<file path="src/rtl/dmi_arbiter_if.sv">
// dmi_arbiter_if: requester, target and status signals of the two-requester DMI arbiter
interface dmi_arbiter_if #(
    parameter int ADDR_W = 32,
    parameter int DATA_W = 32
);
    logic              m0_req_i;
    logic [ADDR_W-1:0] m0_addr_i;
    logic [DATA_W-1:0] m0_wdata_i;
    logic              m0_we_i;
    logic              m0_ack_o;
    logic [1:0]        m0_op_o;
    logic [DATA_W-1:0] m0_rdata_o;
    logic              m0_rdata_valid_o;
    logic              m1_req_i;
    logic [ADDR_W-1:0] m1_addr_i;
    logic [DATA_W-1:0] m1_wdata_i;
    logic              m1_we_i;
    logic              m1_ack_o;
    logic [1:0]        m1_op_o;
    logic [DATA_W-1:0] m1_rdata_o;
    logic              m1_rdata_valid_o;
    logic              tgt_req_o;
    logic [ADDR_W-1:0] tgt_addr_o;
    logic [DATA_W-1:0] tgt_wdata_o;
    logic              tgt_we_o;
    logic              tgt_ack_i;
    logic              tgt_err_i;
    logic [DATA_W-1:0] tgt_rdata_i;
    logic [1:0]        grant_o;
    logic              busy_o;
    modport slave (
        input  m0_req_i, m0_addr_i, m0_wdata_i, m0_we_i,
        output m0_ack_o, m0_op_o, m0_rdata_o, m0_rdata_valid_o,
        input  m1_req_i, m1_addr_i, m1_wdata_i, m1_we_i,
        output m1_ack_o, m1_op_o, m1_rdata_o, m1_rdata_valid_o,
        output tgt_req_o, tgt_addr_o, tgt_wdata_o, tgt_we_o,
        input  tgt_ack_i, tgt_err_i, tgt_rdata_i,
        output grant_o, busy_o
    );
    modport master (
        output m0_req_i, m0_addr_i, m0_wdata_i, m0_we_i,
        input  m0_ack_o, m0_op_o, m0_rdata_o, m0_rdata_valid_o,
        output m1_req_i, m1_addr_i, m1_wdata_i, m1_we_i,
        input  m1_ack_o, m1_op_o, m1_rdata_o, m1_rdata_valid_o,
        input  tgt_req_o, tgt_addr_o, tgt_wdata_o, tgt_we_o,
        output tgt_ack_i, tgt_err_i, tgt_rdata_i,
        input  grant_o, busy_o
    );
endinterface

</file>
<file path="src/rtl/dmi_arbiter.sv">
// dmi_arbiter: round-robin sharing of one DMI target between two requesters with per-access timeout
module dmi_arbiter #(
    parameter int ADDR_W  = 32,
    parameter int DATA_W  = 32,
    parameter int TIMEOUT = 255
) (
    input logic           clk_i,
    input logic           rst_i,
    dmi_arbiter_if.slave  bus
);
    localparam int CW = $clog2(TIMEOUT + 2);
    localparam logic [CW-1:0] TO = CW'(TIMEOUT);
    typedef enum logic [1:0] {IDLE, REQ, RESP} state_t;
    state_t        state;
    logic [CW-1:0] cnt;
    logic          last;
    logic          own;
    logic          pick;
    logic          done;
    logic [1:0]    op_n;
    logic          rd_ok;
    // next owner, completion condition and completion status
    always_comb begin
        pick  = (bus.m0_req_i && bus.m1_req_i) ? !last : bus.m1_req_i;
        done  = bus.tgt_ack_i || (TIMEOUT != 0 && cnt == TO);
        op_n  = bus.tgt_ack_i ? (bus.tgt_err_i ? 2'd2 : 2'd0) : 2'd3;
        rd_ok = bus.tgt_ack_i && !bus.tgt_err_i && !bus.tgt_we_o;
    end
    // arbitration FSM with all outputs registered; last=1 after reset so m0 wins a tie
    always_ff @(posedge clk_i) begin
        if (rst_i) begin
            state                <= IDLE;
            cnt                  <= '0;
            last                 <= 1'b1;
            own                  <= 1'b0;
            bus.m0_ack_o         <= 1'b0;
            bus.m0_op_o          <= 2'd0;
            bus.m0_rdata_o       <= '0;
            bus.m0_rdata_valid_o <= 1'b0;
            bus.m1_ack_o         <= 1'b0;
            bus.m1_op_o          <= 2'd0;
            bus.m1_rdata_o       <= '0;
            bus.m1_rdata_valid_o <= 1'b0;
            bus.tgt_req_o        <= 1'b0;
            bus.tgt_addr_o       <= '0;
            bus.tgt_wdata_o      <= '0;
            bus.tgt_we_o         <= 1'b0;
            bus.grant_o          <= 2'b00;
            bus.busy_o           <= 1'b0;
        end else begin
            bus.m0_ack_o         <= 1'b0;
            bus.m1_ack_o         <= 1'b0;
            bus.m0_rdata_valid_o <= 1'b0;
            bus.m1_rdata_valid_o <= 1'b0;
            case (state)
                IDLE: if (bus.m0_req_i || bus.m1_req_i) begin
                    state           <= REQ;
                    own             <= pick;
                    cnt             <= '0;
                    bus.tgt_req_o   <= 1'b1;
                    bus.tgt_addr_o  <= pick ? bus.m1_addr_i : bus.m0_addr_i;
                    bus.tgt_wdata_o <= pick ? bus.m1_wdata_i : bus.m0_wdata_i;
                    bus.tgt_we_o    <= pick ? bus.m1_we_i : bus.m0_we_i;
                    bus.grant_o     <= pick ? 2'b10 : 2'b01;
                    bus.busy_o      <= 1'b1;
                end
                REQ: if (done) begin
                    state         <= RESP;
                    last          <= own;
                    bus.tgt_req_o <= 1'b0;
                    if (own) begin
                        bus.m1_ack_o         <= 1'b1;
                        bus.m1_op_o          <= op_n;
                        bus.m1_rdata_valid_o <= rd_ok;
                        if (rd_ok) bus.m1_rdata_o <= bus.tgt_rdata_i;
                    end else begin
                        bus.m0_ack_o         <= 1'b1;
                        bus.m0_op_o          <= op_n;
                        bus.m0_rdata_valid_o <= rd_ok;
                        if (rd_ok) bus.m0_rdata_o <= bus.tgt_rdata_i;
                    end
                end else begin
                    cnt <= cnt + 1'b1;
                end
                RESP: begin
                    state       <= IDLE;
                    bus.grant_o <= 2'b00;
                    bus.busy_o  <= 1'b0;
                end
                default: state <= IDLE;
            endcase
        end
    end
endmodule

</file>
<file path="src/flat_wrapper.sv">
// flat-port wrapper written by rule: the top's interface ports become plain ports
module dmi_arbiter_flat 
#(
    parameter int ADDR_W  = 32,
    parameter int DATA_W  = 32,
    parameter int TIMEOUT = 255
)
  (clk_i, rst_i, bus_m0_req_i, bus_m0_addr_i, bus_m0_wdata_i, bus_m0_we_i, bus_m0_ack_o, bus_m0_op_o, bus_m0_rdata_o, bus_m0_rdata_valid_o, bus_m1_req_i, bus_m1_addr_i, bus_m1_wdata_i, bus_m1_we_i, bus_m1_ack_o, bus_m1_op_o, bus_m1_rdata_o, bus_m1_rdata_valid_o, bus_tgt_req_o, bus_tgt_addr_o, bus_tgt_wdata_o, bus_tgt_we_o, bus_tgt_ack_i, bus_tgt_err_i, bus_tgt_rdata_i, bus_grant_o, bus_busy_o);
  dmi_arbiter_if #(.ADDR_W(ADDR_W), .DATA_W(DATA_W)) bus_i ();
  input logic clk_i;
  input logic rst_i;
  input wire logic [$bits(bus_i.m0_req_i)-1:0] bus_m0_req_i;
  input wire logic [$bits(bus_i.m0_addr_i)-1:0] bus_m0_addr_i;
  input wire logic [$bits(bus_i.m0_wdata_i)-1:0] bus_m0_wdata_i;
  input wire logic [$bits(bus_i.m0_we_i)-1:0] bus_m0_we_i;
  output wire logic [$bits(bus_i.m0_ack_o)-1:0] bus_m0_ack_o;
  output wire logic [$bits(bus_i.m0_op_o)-1:0] bus_m0_op_o;
  output wire logic [$bits(bus_i.m0_rdata_o)-1:0] bus_m0_rdata_o;
  output wire logic [$bits(bus_i.m0_rdata_valid_o)-1:0] bus_m0_rdata_valid_o;
  input wire logic [$bits(bus_i.m1_req_i)-1:0] bus_m1_req_i;
  input wire logic [$bits(bus_i.m1_addr_i)-1:0] bus_m1_addr_i;
  input wire logic [$bits(bus_i.m1_wdata_i)-1:0] bus_m1_wdata_i;
  input wire logic [$bits(bus_i.m1_we_i)-1:0] bus_m1_we_i;
  output wire logic [$bits(bus_i.m1_ack_o)-1:0] bus_m1_ack_o;
  output wire logic [$bits(bus_i.m1_op_o)-1:0] bus_m1_op_o;
  output wire logic [$bits(bus_i.m1_rdata_o)-1:0] bus_m1_rdata_o;
  output wire logic [$bits(bus_i.m1_rdata_valid_o)-1:0] bus_m1_rdata_valid_o;
  output wire logic [$bits(bus_i.tgt_req_o)-1:0] bus_tgt_req_o;
  output wire logic [$bits(bus_i.tgt_addr_o)-1:0] bus_tgt_addr_o;
  output wire logic [$bits(bus_i.tgt_wdata_o)-1:0] bus_tgt_wdata_o;
  output wire logic [$bits(bus_i.tgt_we_o)-1:0] bus_tgt_we_o;
  input wire logic [$bits(bus_i.tgt_ack_i)-1:0] bus_tgt_ack_i;
  input wire logic [$bits(bus_i.tgt_err_i)-1:0] bus_tgt_err_i;
  input wire logic [$bits(bus_i.tgt_rdata_i)-1:0] bus_tgt_rdata_i;
  output wire logic [$bits(bus_i.grant_o)-1:0] bus_grant_o;
  output wire logic [$bits(bus_i.busy_o)-1:0] bus_busy_o;
  assign bus_i.m0_req_i = bus_m0_req_i;
  assign bus_i.m0_addr_i = bus_m0_addr_i;
  assign bus_i.m0_wdata_i = bus_m0_wdata_i;
  assign bus_i.m0_we_i = bus_m0_we_i;
  assign bus_m0_ack_o = bus_i.m0_ack_o;
  assign bus_m0_op_o = bus_i.m0_op_o;
  assign bus_m0_rdata_o = bus_i.m0_rdata_o;
  assign bus_m0_rdata_valid_o = bus_i.m0_rdata_valid_o;
  assign bus_i.m1_req_i = bus_m1_req_i;
  assign bus_i.m1_addr_i = bus_m1_addr_i;
  assign bus_i.m1_wdata_i = bus_m1_wdata_i;
  assign bus_i.m1_we_i = bus_m1_we_i;
  assign bus_m1_ack_o = bus_i.m1_ack_o;
  assign bus_m1_op_o = bus_i.m1_op_o;
  assign bus_m1_rdata_o = bus_i.m1_rdata_o;
  assign bus_m1_rdata_valid_o = bus_i.m1_rdata_valid_o;
  assign bus_tgt_req_o = bus_i.tgt_req_o;
  assign bus_tgt_addr_o = bus_i.tgt_addr_o;
  assign bus_tgt_wdata_o = bus_i.tgt_wdata_o;
  assign bus_tgt_we_o = bus_i.tgt_we_o;
  assign bus_i.tgt_ack_i = bus_tgt_ack_i;
  assign bus_i.tgt_err_i = bus_tgt_err_i;
  assign bus_i.tgt_rdata_i = bus_tgt_rdata_i;
  assign bus_grant_o = bus_i.grant_o;
  assign bus_busy_o = bus_i.busy_o;
  dmi_arbiter #(.ADDR_W(ADDR_W), .DATA_W(DATA_W), .TIMEOUT(TIMEOUT)) u_core (.clk_i(clk_i), .rst_i(rst_i), .bus(bus_i));
endmodule
</file>
<file path="config.mk">
export PLATFORM = sky130hd
export DESIGN_NAME = dmi_arbiter_flat
export DESIGN_NICKNAME = d
export VERILOG_FILES = /design/src/rtl/dmi_arbiter_if.sv /design/src/rtl/dmi_arbiter.sv /design/src/flat_wrapper.sv
export SDC_FILE = /design/constraint.sdc
export NUM_CORES = 1
export LEC_CHECK = 0
export BUFFER_PORTS_ARGS = -buffer_cell sky130_fd_sc_hd__clkbuf_2
export CORE_AREA = 2 2 130 119
export CTS_BUF_LIST = sky130_fd_sc_hd__clkbuf_16
export CTS_CLUSTER_DIAMETER = 150
export DETAILED_ROUTE_END_ITERATION = 12
export DIE_AREA = 0 0 132 121
export HOLD_SLACK_MARGIN = 0.12
export MAX_ROUTING_LAYER = met4
export PLACE_DENSITY_LB_ADDON = 0.1
export SYNTH_ARGS = -nofsm -noshare
export SYNTH_HDL_FRONTEND = slang
export SYNTH_SLANG_ARGS = --single-unit
</file>
<file path="constraint.sdc">
create_clock -name clk_i -period 2.2 [get_ports clk_i]
set_clock_uncertainty 0.15 [all_clocks]
set_input_delay 0.11 -clock clk_i [delete_from_list [all_inputs] [get_ports clk_i]]
set_output_delay 0.11 -clock clk_i [all_outputs]
set_load 0.05 [all_outputs]
</file>
==> impl_metrics.py, run 1 <==
metrics = {
    "status": {
        "status": "finished clean",
    },
    "die": {
        "core-area_um2": 14560,
        "die_area_um2": 15970,
        "die_height_um": 121,
        "start_util_pct": 39.35,
        "num_rows": 42,
        "die_w_um": 132,
        "ios": 309,
    },
    "route": {
        "drt_iter0_drc": 467,
        "via_per_inst": 5.005,
        "final_antenna_net_count": 0,
        "wl_per_cell_um": 15.58,
        "drt_wl_total_um": 20410,
        "vias": 6557,
        "dr.pass1.iters": 7,
        "drc": 0,
    },
    "cells_and_area": {
        "register_area_um2": 3083,
        "multi_input_area_um2": 2465,
        "drive_above_1_share_pct": 34.02,
        "fillers": 1185,
        "postLayoutCellArea_um2": 9818,
        "postLayoutCoreUtil_pct": 67.45,
        "area_growth_pct": 71.41,
        "final_nets": 1268,
    },
    "sta": {
        "max_freq_mhz": 475.7,
        "drv_slew": 0,
        "setup_viol": 0,
        "rsz0062_at_grt": "false",
        "holdWs_ns": 0.3027,
        "max-slew-margin-rel_pct": 48.11,
        "period_minus_slack_ns": 2.102,
        "finalSetupTns_ns": 0,
        "hold_violations": 0,
        "finalCritPeriodShare_pct": 95.55,
        "worstMarginPinSlew_ns": 0.7783,
    },
    "worst_setup_path": {
        "path_cells": "ha_1 -> nand3_1 -> nor2_1 -> ha_1 -> nor4b_4 -> a21oi_4 -> or4_4 -> a21oi_2",
        "slowest_delay_ns": 0.44,
        "path_max_fanout": 12,
        "cp.arrival_ns": 2.29,
        "crit_path_end_kind": "register",
        "cp_top_family": "simple AND/OR/NAND/NOR gates",
        "cpMostUsedCell": "ha_1",
        "critPathLaunchType": "register",
        "required_ns": 2.39,
        "path_class": "register to register",
        "critPathSlowestCell": "or4_4",
        "cp.buffers_inverters": 0,
    },
    "cts": {
        "clock_sinks": 154,
        "clk_latency_ns": 0.41,
        "clkSlewWorstSetupHoldPaths_ns": 0.06,
        "htreeDepth": 4,
        "numCtsBuffers": 17,
        "postCtsSetupRepairBufs": 0,
        "clk_path_buf_depth": 2,
        "cts-root-buf": "clkbuf_16",
        "cts_tree": "done",
    },
    "min_path": {
        "min_path_type": "register to register",
    },
    "power_and_ir_drop": {
        "p_leak_nw": 4.389,
        "totalPowerFinal_mw": 7.353,
        "ir_drop_uv": 521.1,
        "p_per_area_nw_per_um2": 748.9,
    },
    "synthesis": {
        "synth_most_common_cell": "dfxtp_1",
        "yosysTopAreaCellShare_pct": 53.82,
        "synth-async-reset-ratio_pct": 0,
        "syn_area_um2": 5728,
        "ys_types": 45,
        "synthFlopType": "dfxtp_1",
        "yosysSeqAreaShare_pct": 53.82,
        "synth.largest_area_cell": "dfxtp_1",
        "avgSynthCellArea_um2": 9.078,
        "ys_ff_latch": 154,
        "ys_top_cells_by_area": "dfxtp_1 (54%), nand2_1 (9.7%), a21oi_1 (7.6%), a221o_1 (6.1%), and2_1 (3.8%)",
        "synth_edf_count": 0,
        "netlist_instances": 631,
        "synth_common_cells": "dfxtp_1 (154), nand2_1 (148), a21oi_1 (87)",
        "syn_nets": 801,
        "ys_warn_count": 0,
    },
    "placed_design": {
        "io_buffers": 308,
        "hpwl_um": 12450,
        "place.gp.congestion": 0.8366,
        "placed_area_um2": 7506,
    },
    "run": {
        "max-cap-violations": 0,
    },
    "grt": {
        "grt_antenna_before_repair": 0,
        "first_global_vias": 6601,
        "grt_overflow": 0,
        "grt_usage_pct": 25.58,
        "grt_max_degree": 77,
        "grt_pass1_wl_um": 31860,
    },
}
## final cells by class
type                    instances  area share [%]
multi-input cells             424           25.11
clock buffers                  17           4.333
repair buffers                500           35.13
inverters                       1         0.03823
flip-flops and latches        154           31.40
diodes                          1         0.02549
clock inverters                15           1.440
well taps                     198           2.523
## registers in the layout (all words and copies together), names as in the netlist, 2 cells and up
signal	count
u_core.bus.tgt_addr_o	32
u_core.bus.m0_rdata_o	32
u_core.cnt	9
u_core.bus.grant_o	2
u_core.bus.m0_op_o	2
u_core.bus.m1_op_o	2
u_core.state	2
u_core.bus.m1_rdata_o	32
u_core.bus.tgt_wdata_o	32
## path summary, 6_finish.rpt
kind / cells past startpoint / startpoint / end / slack [ns]
setup / recovery: 8 / u_core.cnt[0] / u_core.cnt[5] / 0.1
hold / removal: 2 / u_core.bus.m0_rdata_o[5] / u_core.bus.m0_rdata_o[5] / 0.30
setup reg to reg: 8 / u_core.cnt[0] / u_core.cnt[5] / 0.1
hold reg to reg: 2 / u_core.bus.m0_rdata_o[5] / u_core.bus.m0_rdata_o[5] / 0.30
## per-layer routing
| metal | vias up | wire [um] | GRT usage, % |
|---|---|---|---|
| met4 | 0 | 767 | 11.35 |
| met2 | 279 | 10410 | 44.40 |
| li1 | 3171 | - | - |
| met3 | 53 | 1223 | 5.681 |
| met1 | 3054 | 8007 | 28.41 |
| met5 | - | 0 | - |
## kinds of logic after synthesis
family / count (synthesis) / share of synthesized area (%)
fa+ha+maj: 2 / 0.4368
compound gates: 168 / 20.51
buf+inv: 53 / 4.391
xor+xnor: 1 / 0.1529
mux: 5 / 0.8738
flops: 154 / 53.82
simple gates: 248 / 19.81
## per-stage QoR
step,setup WS (ns),cells
detailed placement,-0.01516,1108
global placement,0.1083,1108
floorplan,0.05937,631
finish,0.09782,1310
global route,0.008862,1309
CTS,0.02081,1309
## timing repair
action	CTS	global route
resized for setup	1	10
hold endpoints to repair	143	0
setup endpoints to repair	2	7
hold buffers	169	0
## power breakdown
group | switching (mW) | internal, mW
Combinational | 0.956 | 0.594
Sequential | 0.0992 | 2.94
Clock | 1.19 | 1.57
## layout by cell type, fill, tap and decap left out, types with 4 or more instances in the layout
| master | instances |
|---|---|
| a221o_1 | 35 |
| and2_1 | 35 |
| clkbuf_2 | 307 |
| nand2_1 | 148 |
| a22oi_1 | 12 |
| nor2_1 | 32 |
| mux2i_1 | 5 |
| dfxtp_1 | 154 |
| inv_6 | 4 |
| a222oi_1 | 16 |
| dlygate4sd3_1 | 169 |
| buf_4 | 20 |
| clkinv_4 | 5 |
| a21oi_1 | 83 |
| clkbuf_16 | 17 |
## worst min-delay path, cell delays in order (launching register included)
cell and delay [ns]:
dfxtp_1 0.31, nand2_1 0.05, a21oi_1 0.05
Power figures use the tool's default switching activity.
==> inputs of run 2 (changes only) <==
--- a/constraint.sdc
+++ b/constraint.sdc
@@ -4,2 +4,2 @@
 set_output_delay 0.11 -clock clk_i [all_outputs]
-set_load 0.05 [all_outputs]
+set_load 0.1 [all_outputs]
==> impl_metrics.py, run 2 (synthesis results as in run 1) <==
metrics = {
    "sta": {
        "setup_ws_ns": 0.1142,
        "max-slew-margin-rel_pct": 47.95,
        "period_minus_slack_ns": 2.086,
        "max_freq_mhz": 479.4,
        "finalCritPeriodShare_pct": 94.81,
        "hold_violations": 0,
        "drv_slew": 0,
        "setup_viol": 0,
        "rsz0062_at_grt": "false",
        "worstMarginPinSlew_ns": 0.7808,
    },
    "grt": {
        "first_global_vias": 6550,
        "grt_max_degree": 77,
        "grt_pass1_wl_um": 31840,
        "grt_antenna_before_repair": 0,
        "grt_overflow": 0,
        "grt_usage_pct": 25.58,
    },
    "worst_setup_path": {
        "required_ns": 2.39,
        "path_max_fanout": 12,
        "cpMostUsedCell": "ha_1",
        "cp_top_family": "simple AND/OR/NAND/NOR gates",
        "crit_path_end_kind": "register",
        "cp.arrival_ns": 2.28,
        "critPathLaunchType": "register",
        "cp.buffers_inverters": 0,
        "r2r_slack_ns": 0.11,
        "critPathSlowestCell": "or4_1",
        "path_class": "register to register",
        "slowest_delay_ns": 0.43,
        "path_cells": "ha_1 -> nand3_1 -> nor2_1 -> ha_1 -> nor4b_4 -> a21oi_2 -> or4_1 -> a21oi_1",
    },
    "route": {
        "drt_iter0_drc": 386,
        "drt_wl_total_um": 20400,
        "drc": 0,
        "dr.pass1.iters": 9,
        "final_antenna_net_count": 0,
        "wl_per_cell_um": 15.59,
        "vias": 6483,
        "via_per_inst": 4.956,
    },
    "die": {
        "start_util_pct": 39.35,
        "die_height_um": 121,
        "die_area_um2": 15970,
        "die_w_um": 132,
        "ios": 309,
        "core-area_um2": 14560,
        "num_rows": 42,
    },
    "power_and_ir_drop": {
        "clkPwrFrac_pct": 36.0,
        "p_leak_nw": 4.394,
        "ir_drop_uv": 576.4,
        "internal_power_mw": 5.293,
        "seqPwrFrac_pct": 38.0,
        "p_per_area_nw_per_um2": 817.6,
        "power_frac_comb_pct": 26.0,
        "p_sw_mw": 2.717,
        "swShare_pct": 33.92,
    },
    "cells_and_area": {
        "final_nets": 1267,
        "fillers": 1207,
        "drive_above_1_share_pct": 33.36,
        "final_common_cell": "clkbuf_2",
        "area_growth_pct": 71.04,
        "layout_common_cells": "clkbuf_2 (307), dlygate4sd3_1 (168), dfxtp_1 (154), nand2_1 (148), a21oi_1 (85)",
        "postLayoutCoreUtil_pct": 67.30,
    },
    "min_path": {
        "min_path_type": "register to register",
    },
    "cts": {
        "cts-root-buf": "clkbuf_16",
        "numCtsBuffers": 17,
        "clk_latency_ns": 0.41,
        "clk_path_buf_depth": 2,
        "htreeDepth": 4,
        "clkSlewWorstSetupHoldPaths_ns": 0.06,
        "postCtsSetupRepairBufs": 0,
        "cts_tree": "done",
        "clock_sinks": 154,
    },
    "status": {
        "status": "finished clean",
    },
    "placed_design": {
        "hpwl_um": 12570,
        "dp_slack_ns": -0.01386,
        "place.gp.congestion": 0.8339,
        "io_buffers": 308,
    },
    "run": {
        "max-cap-violations": 0,
    },
}
[run 2: area by class of cell]
class	instances	area [um^2]	share of cell area [%]
multi-input combinational	424	2437	24.88
tap	198	247.7	2.529
sequential	154	3083	31.47
clock buffer	17	425.4	4.342
inverter	1	3.754	0.03831
clock inverter	14	157.7	1.609
timing repair buffer	499	3440	35.11
antenna	1	2.502	0.02554
[run 2: power by group through the flow]
stage                     Sequential (mW)  Clock (mW)  Combinational (mW)
after global placement               3.09           0                1.80
after floorplan                      4.11           0               0.360
after CTS                            3.03        2.95                2.06
final                                3.04        2.88                2.08
after detailed placement             3.09           0                1.82
after global routing                 3.06        3.08                2.17
[run 2: per-layer routing]
metal | wire length [um] | track usage (%) | vias up
met5 | 0 | - | -
met4 | 666 | 11.82 | 0
met3 | 1179 | 6.140 | 50
met2 | 10450 | 44.66 | 260
met1 | 8105 | 27.74 | 3017
li1 | - | - | 3156
[run 2: worst paths after layout]
| check | from | endpoint | depth (start not counted) |
|---|---|---|---|
| setup / recovery | u_core.cnt[1] | u_core.cnt[5] | 8 |
| hold / removal | u_core.bus.m1_rdata_o[9] | u_core.bus.m1_rdata_o[9] | 2 |
| setup reg to reg | u_core.cnt[1] | u_core.cnt[5] | 8 |
| hold reg to reg | u_core.bus.m1_rdata_o[9] | u_core.bus.m1_rdata_o[9] | 2 |
[run 2: timing repair]
item | CTS | global route
endpoints found under the setup margin | 3 | 7
gates resized for setup | 1 | 4
pin swaps | 0 | 0
endpoints found under the hold margin | 141 | 0
hold buffers | 168 | 0
[run 2: per-stage QoR]
step | std cells | hold WS (ns) | area (um^2) | power, mW | setup TNS (ns)
4_1_cts | 1307 | 0.2864 | 9774 | 8.046 | 0
2_1_floorplan | 631 | 0.05577 | 5728 | 4.473 | 0
6_report | 1308 | 0.3020 | 9797 | 8.010 | 0
5_1_grt | 1307 | 0.3020 | 9794 | 8.299 | 0
3_5_place_dp | 1108 | 0.1892 | 7506 | 4.910 | -0.01936
3_3_place_gp | 1108 | 0.1826 | 7506 | 4.887 | 0
[run 2: worst reg2reg max path: stages, from the launching register on]
cell	delay, ns
dfxtp_1	0.33
ha_1	0.19
nand3_1	0.08
nor2_1	0.04
ha_1	0.22
nor4b_4	0.27
a21oi_2	0.15
or4_1	0.43
a21oi_1	0.15
